$ cat config.mk
export PLATFORM = sky130hd
export DESIGN_NAME = mem_access_unit
export DESIGN_NICKNAME = d
export VERILOG_FILES = /design/src/rtl/mem_access_unit.sv
export SDC_FILE = /design/constraint.sdc
export NUM_CORES = 1
export LEC_CHECK = 0
export CAP_MARGIN = 25
export CORE_MARGIN = 10
export CORE_UTILIZATION = 48
export CTS_CLUSTER_DIAMETER = 150
export CTS_CLUSTER_SIZE = 24
export DETAILED_ROUTE_END_ITERATION = 12
export GPL_TIMING_DRIVEN = 1
export PLACE_DENSITY = 0.86
export SLEW_MARGIN = 30
export SYNTH_ARGS = -nofsm -noshare
export SYNTH_HDL_FRONTEND = slang
export SYNTH_SLANG_ARGS = --single-unit
$ cat constraint.sdc
create_clock -name CLK -period 2.7 [get_ports CLK]
set_input_delay 0.54 -clock CLK [delete_from_list [all_inputs] [get_ports CLK]]
set_output_delay 0.54 -clock CLK [all_outputs]
set_load 0.02 [all_outputs]
$ cat src/rtl/mem_access_unit.sv
// MEM-stage load/store initiator for a word-wide data memory.
// Runs one request at a time; sub-word stores use a read-modify-write pair of cycles.
module mem_access_unit #(
  parameter bit BIG_ENDIAN  = 1'b1,
  parameter bit CHECK_ALIGN = 1'b1
) (
  input  logic        CLK,
  input  logic        RST_N,
  input  logic        ReqValid,
  output logic        ReqReady,
  input  logic        ReqWrite,
  input  logic [1:0]  ReqSize,
  input  logic        ReqSigned,
  input  logic [31:0] ReqAddr,
  input  logic [31:0] ReqWData,
  output logic        RespValid,
  output logic [31:0] RespData,
  output logic        Err,
  output logic        StallM,
  output logic [31:0] MemA,
  output logic [31:0] MemWD,
  output logic        MemWE,
  input  logic [31:0] MemRD
);

  typedef enum logic [2:0] {
    S_IDLE, S_LOAD, S_WRITE, S_RMW_RD, S_RMW_WR, S_RESP, S_ERR
  } state_t;

  state_t      state, state_nxt;
  logic [1:0]  off_q;
  logic [1:0]  size_q;
  logic        signed_q;
  logic [15:0] wdata_q;
  logic [31:0] mem_a_q;
  logic [31:0] mem_wd_q;
  logic [31:0] resp_data_q;
  logic        illegal;

  // Bit position of the addressed lane's LSB inside the memory word.
  function automatic logic [4:0] lane_shift(input logic [1:0] off, input logic [1:0] size);
    case (size)
      2'd0:    lane_shift = BIG_ENDIAN ? {~off, 3'b000} : {off, 3'b000};
      2'd1:    lane_shift = BIG_ENDIAN ? {~off[1], 4'b0000} : {off[1], 4'b0000};
      default: lane_shift = 5'd0;
    endcase
  endfunction

  function automatic logic [31:0] extract_load(input logic [31:0] rd, input logic [1:0] off,
                                               input logic [1:0] size, input logic sgn);
    logic        [31:0] sh;
    logic signed [31:0] ext;
    sh = rd >> lane_shift(off, size);
    case (size)
      2'd0:    ext = sgn ? {{24{sh[7]}}, sh[7:0]} : {24'd0, sh[7:0]};
      2'd1:    ext = sgn ? {{16{sh[15]}}, sh[15:0]} : {16'd0, sh[15:0]};
      default: ext = rd;
    endcase
    extract_load = ext;
  endfunction

  function automatic logic [31:0] merge_store(input logic [31:0] rd, input logic [15:0] wd,
                                              input logic [1:0] off, input logic [1:0] size);
    logic [31:0] mask;
    logic [4:0]  sh;
    sh   = lane_shift(off, size);
    mask = ((size == 2'd0) ? 32'h0000_00FF : 32'h0000_FFFF) << sh;
    merge_store = (rd & ~mask) | (({16'd0, wd} << sh) & mask);
  endfunction

  assign illegal = (ReqSize == 2'd3)
                || (CHECK_ALIGN && (ReqSize == 2'd1) && ReqAddr[0])
                || (CHECK_ALIGN && (ReqSize == 2'd2) && (ReqAddr[1:0] != 2'b00));

  always_ff @(posedge CLK) begin
    if (!RST_N) state <= S_IDLE;
    else        state <= state_nxt;
  end

  always_comb begin
    state_nxt = state;
    ReqReady  = 1'b0;
    RespValid = 1'b0;
    Err       = 1'b0;
    MemWE     = 1'b0;
    StallM    = 1'b1;
    case (state)
      S_IDLE: begin
        ReqReady = 1'b1;
        StallM   = 1'b0;
        if (ReqValid) begin
          if (illegal)               state_nxt = S_ERR;
          else if (!ReqWrite)        state_nxt = S_LOAD;
          else if (ReqSize == 2'd2)  state_nxt = S_WRITE;
          else                       state_nxt = S_RMW_RD;
        end
      end
      S_LOAD:   state_nxt = S_RESP;
      S_WRITE: begin
        MemWE     = 1'b1;
        state_nxt = S_RESP;
      end
      S_RMW_RD: state_nxt = S_RMW_WR;
      S_RMW_WR: begin
        MemWE     = 1'b1;
        state_nxt = S_RESP;
      end
      S_RESP: begin
        RespValid = 1'b1;
        state_nxt = S_IDLE;
      end
      S_ERR: begin
        Err       = 1'b1;
        state_nxt = S_IDLE;
      end
      default: state_nxt = S_IDLE;
    endcase
  end

  // Request fields captured at accept; only used while busy, so no reset needed.
  always_ff @(posedge CLK) begin
    if ((state == S_IDLE) && ReqValid) begin
      off_q    <= ReqAddr[1:0];
      size_q   <= ReqSize;
      signed_q <= ReqSigned;
      wdata_q  <= ReqWData[15:0];
    end
  end

  // Memory-facing and response registers keep the bus glitch-free.
  always_ff @(posedge CLK) begin
    if (!RST_N) begin
      mem_a_q     <= 32'd0;
      mem_wd_q    <= 32'd0;
      resp_data_q <= 32'd0;
    end else begin
      case (state)
        S_IDLE: if (ReqValid) begin
          resp_data_q <= 32'd0;
          if (!illegal) begin
            mem_a_q  <= {ReqAddr[31:2], 2'b00};
            mem_wd_q <= ReqWData;
          end
        end
        S_LOAD:   resp_data_q <= extract_load(MemRD, off_q, size_q, signed_q);
        S_RMW_RD: mem_wd_q    <= merge_store(MemRD, wdata_q, off_q, size_q);
        default:  ;
      endcase
    end
  end

  assign MemA     = mem_a_q;
  assign MemWD    = mem_wd_q;
  assign RespData = resp_data_q;

endmodule

# [After elaboration in Yosys (flattened, before gate mapping)]
# Cells that the tools add are included.
[word_totals] reg_bits=118 inputBits=103 out_inout_bits=101 word_cells=69
[op_classes] eq_ne=12 n_shift=3 n_mux=24 n_bitwise=7 n_reduce_logical=15
[op_table] cell="$pmux W32 S2" count=3
[op_table] cell="$mux W32" count=5
[op_table] cell="$and A32 B32 Y32" count=2
[op_table] cell="$shl A16 B5 Y32" count=2
[op_table] cell="$not A32 Y32" count=1
[op_table] cell="$or A32 B32 Y32" count=1
[op_table] cell="$shr A32 B5 Y16" count=1
[op_table] cell="$mux W5" count=4
[op_table] cell="$mux W16" count=1
[op_table] cell="$pmux W5 S2" count=1
[op_table] cell="$eq A3 B3 Y1 const B" count=3
[op_table] cell="$pmux W3 S3" count=1
[op_table] cell="$eq A3 B2 Y1 const B" count=2
[op_table] cell="$mux W1" count=6
[op_table] cell="$mux W3" count=2
[op_table] cell="$reduce_and A3 Y1" count=2
[op_table] cell="$reduce_bool A2 Y1" count=3
[op_table] cell="$eq A2 B1 Y1 const B" count=2
[op_table] cell="$eq A2 B2 Y1 const B" count=2
[op_table] cell="$ne A2 B2 Y1 const B" count=2
[op_table] cell="$eq A3 B1 Y1 const B" count=1
[op_table] cell="$logic_and A1 B1 Y1" count=3
[op_table] cell="$logic_not A3 Y1" count=1
[op_table] cell="$reduce_or A3 Y1" count=1
[op_table] cell="other kinds (7)" count=9

# [Longest topological paths before layout]
[logic_depth] depth_word=9 depth_mapped=7 depth_no_buf=4

# [Worst setup path before layout]
# OpenSTA, ideal clock, no wires.
[synth_path] path_type="reg2out" startpoint="reg state[1]" endpoint="out StallM" t_arrival_ps=1360 required_ps=2160 path_slack_ps=800 stages_incl_launch_ff=4 n_path_buf=1 path_cell_list="dfxtp_1 -> buf_2 -> nor3_1 -> inv_1"
[synth_between] elab_chain_cells=2
[synth_rtl] item="start: declaration" line="30" text="state_t state, state_nxt;"
[synth_rtl] item="start signal: assignment" line="77" text="else state <= state_nxt;"
[synth_rtl] item="$logic_not A3 Y1" line="87" text="case (state)"
[synth_rtl] item="$mux W1" line="87"
[synth_rtl] item="end: declaration" line="19" text="output logic StallM,"
# Every way passes these cells.

# [Worst setup path in the final report]
[layout_path] startpoint="reg state[1]" endpoint="out ReqReady"
[layout_between] elab_chain_cells=2
[layout_rtl] item="$logic_not A3 Y1" line="87"
[layout_rtl] item="$mux W1" line="87"
[layout_rtl] item="end: declaration" line="10" text="output logic ReqReady,"
# Every way passes these cells.

==> impl_metrics.toml <==
[outcome]
status = "finished clean"

[synthesis]
netlist-cell-type-count = 46
syn_area_mm2 = 0.005464
synth_top_family_by_area = "compound AO/OA/AOI/OAI gates"
synth_simple_gate_area_share = 0.1816
synth.mux.area_fraction = 0.05335
avgSynthCellArea_um2 = 8.605
synth-xor-area-share = 0.001603
synth_compound_area_frac = 0.2402
synthAdderAreaFrac = 0
synthCells = 635
yosysWarnings = 0
synth_seq_cells = 118
ys_seq_area_frac = 0.4708

[drt]
ant_nets = 0
detail_route.wl_per_cell_um = 22.05
vias = 5847
drc = 0
routed_wl_mm = 21.41
via_per_inst = 6.022
drt_first_pass_iters = 6
first_iter_violations = 771

[timing]
tightestPinTransition_ns = 0.7038
rsz0062_at_grt = "false"
fin_tns_setup_ns = 0
setup_viol = 0
min_period_ns = 2.577
finalHoldViolCount = 0
skew_ns = 0.01193
slew_viol_final = 0
slew_headroom = 0.5308
fmax_mhz = 388.0
post-route-period-util = 0.9545

[clock_network]
cts_resized = 0
worst_skew_pair.late_latency_ns = 0.41
cts_setup_buffers = 0
cts.sinks = 118
path_clk_slew_ns = 0.06
holdBufCountCts = 0
cts_tree = "yes"
clock_path_buffers = 2
cts_root_buf = "clkbuf_16"
cts_htree_levels = 4
numCtsBuffers = 17

[power]
power.density_mw_per_mm2 = 712.1
irDropWorstVdd_mv = 0.4448
leakage_uw = 0.002885

[worst_setup_path]
cp_data_required_time_ns = 2.16
arrival_ns = 2.04
cp-end-kind = "output port"
crit_path_start = "state[1]"
path_max_fanout = 11
worst-setup-path-type = "reg2out"
cpPeakStageDelay_ns = 0.71
path_cells = "nor3_1 -> clkdlybuf4s50_1"
cp-start-kind = "flop"
rr_startpoint = "size_q[0]"
cp.buffers_inverters = 1
cp_top_family = "buffers and inverters"
slowest_stage = "clkdlybuf4s50_1"

[place]
portBuffers = 201
hpwlAfterDp_mm = 15.91
globalplace.congestion = 0.9195

[floorplan]
dieArea_mm2 = 0.01605
initial_utilization = 0.4975
num_rows = 38
fp.dieW_um = 126.7
die_h_um = 126.7
num_io_pins = 204
core_area_mm2 = 0.01098

[grt]
grtUsageTotal = 0.2562
antenna_found_initial = 0
grt_pass1_vias = 5872
grt_start_max_net_pins = 51
globalRouteOverflowTotal = 0
grt_pass1_wl_mm = 32.96

[finish]
final_layout_size_suffix_gt1_frac = 0.08424
antennaDiodeCount = 0
synthToLayoutAreaGrowth_pct = 50.58
fillerInstances = 777
fin_util = 0.7491
finalNetCount = 921

[worst_hold_path]
worstHoldStart = "RespData[29]"
hold_class = "reg2reg"

[run]
maxCapViolCount = 0
==> per-stage QoR <==
step           setup WS, ns  hold WS [ns]  std cells  total power, uW  area (um^2)
2_1_floorplan        0.8002        0.5244        636             2709         5468
4_1_cts              0.1541        0.4533        971             5857         8228
3_3_place_gp         0.3378        0.4335        939             3265         7557
5_1_grt              0.1120        0.4720        971             6042         8228
3_5_place_dp         0.2118        0.4457        939             3307         7557
6_report             0.1228        0.4505        971             5859         8228
==> layout by cell type (no fill, tap or decap), types with 3 or more instances in the layout <==
cell type / count
clkdlybuf4s50_1: 201
nand2_1: 151
dfxtp_1: 97
a21oi_1: 50
o21ai_0: 42
a211oi_1: 37
a311oi_1: 25
edfxtp_1: 21
mux2i_1: 19
nor2_1: 18
clkbuf_16: 18
buf_4: 16
o22ai_1: 13
o211ai_1: 12
nor3b_1: 12
inv_1: 11
mux2_2: 9
and3_1: 9
nand3_1: 7
a211o_1: 5
bufinv_16: 5
nand3b_1: 4
or2_2: 4
clkinv_4: 4
nor3_1: 3
a21o_1: 3
==> worst reg2reg max path: stages, from the launching register on <==
cell and delay (ns):
edfxtp_1 0.66, nor3_4 0.58, mux2_2 0.42, a211oi_1 0.31
a311oi_1 0.11
==> worst paths after layout <==
kind	depth (start not counted)	slack (ns)	end
min reg2reg	2	0.45	RespData[29]
max	2	0.12	ReqReady
max reg2reg	4	0.46	MemWD[8]
min	2	0.45	RespData[29]
==> synth_stat cells (all sizes together) <==
cell type    n  area share
inv         12      0.0082
and3         9       0.010
nor3         4      0.0057
or2          5      0.0057
nand2b       2      0.0023
nor3b       13       0.019
xnor2        1      0.0016
or3          2      0.0023
edfxtp      21        0.12
mux2i       19       0.035
nand2      151        0.10
nand3b       4      0.0055
dfxtp       97        0.36
and3b        1      0.0016
a221oi       2      0.0044
o221ai       1      0.0016
mux2         9       0.019
nand3        7      0.0064
a211o        5      0.0080
o21a         2      0.0027
o211ai      12       0.016
buf         21       0.020
nor2        19       0.014
o21ai       44       0.040
or4b         1      0.0025
conb         1     0.00069
a21oi       51       0.049
o2bb2ai      2      0.0032
a21o         3      0.0041
a311oi      25       0.040
a32oi        2      0.0032
o22ai       13       0.015
a211oi      37       0.051
or3b         2      0.0032
o2111ai      1      0.0016
clkbuf      34       0.023
==> per-layer routing <==
layer,vias to the layer above,part of all wire,global-route usage
li1,2657,-,-
met1,2767,0.36,0.2945
met2,354,0.50,0.4338
met3,69,0.11,0.07289
met4,0,0.034,0.1132
met5,-,0,0
==> kinds of logic after synthesis <==
logic type                Yosys count
and+or+nand+nor                   220
xor gates and xnor gates            1
DFF                               118
other                               1
AOI/OAI and AO/OA                 200
buffers and inverters              67
muxes                              28
==> layout make-up <==
class                           count  area (um^2)  share of cell area
Clock inverter                     14        220.2             0.02676
Clock buffer                       18        450.4             0.05474
Sequential cell                   118         2572              0.3127
Multi-Input combinational cell    451         2613              0.3175
Tap cell                          140        175.2             0.02129
Inverter                           12        45.04            0.005474
Timing Repair Buffer              218         2152              0.2616
==> sequential cells by signal, summed over array words and instances (netlist names) <==
name / flops
RespData: 32
MemA: 30
wdata_q: 16
signed_q: 1
off_q: 2
state: 3
MemWD: 32
size_q: 2
==> report_power, final <==
group / internal (uW) / leakage (uW) / switching [uW] / total, uW
Clock: 1700 / 0.000326 / 855 / 2560
Combinational: 543 / 0.00157 / 682 / 1220
Sequential: 1950 / 0.000985 / 128 / 2080
Power figures use the tool's default switching activity.
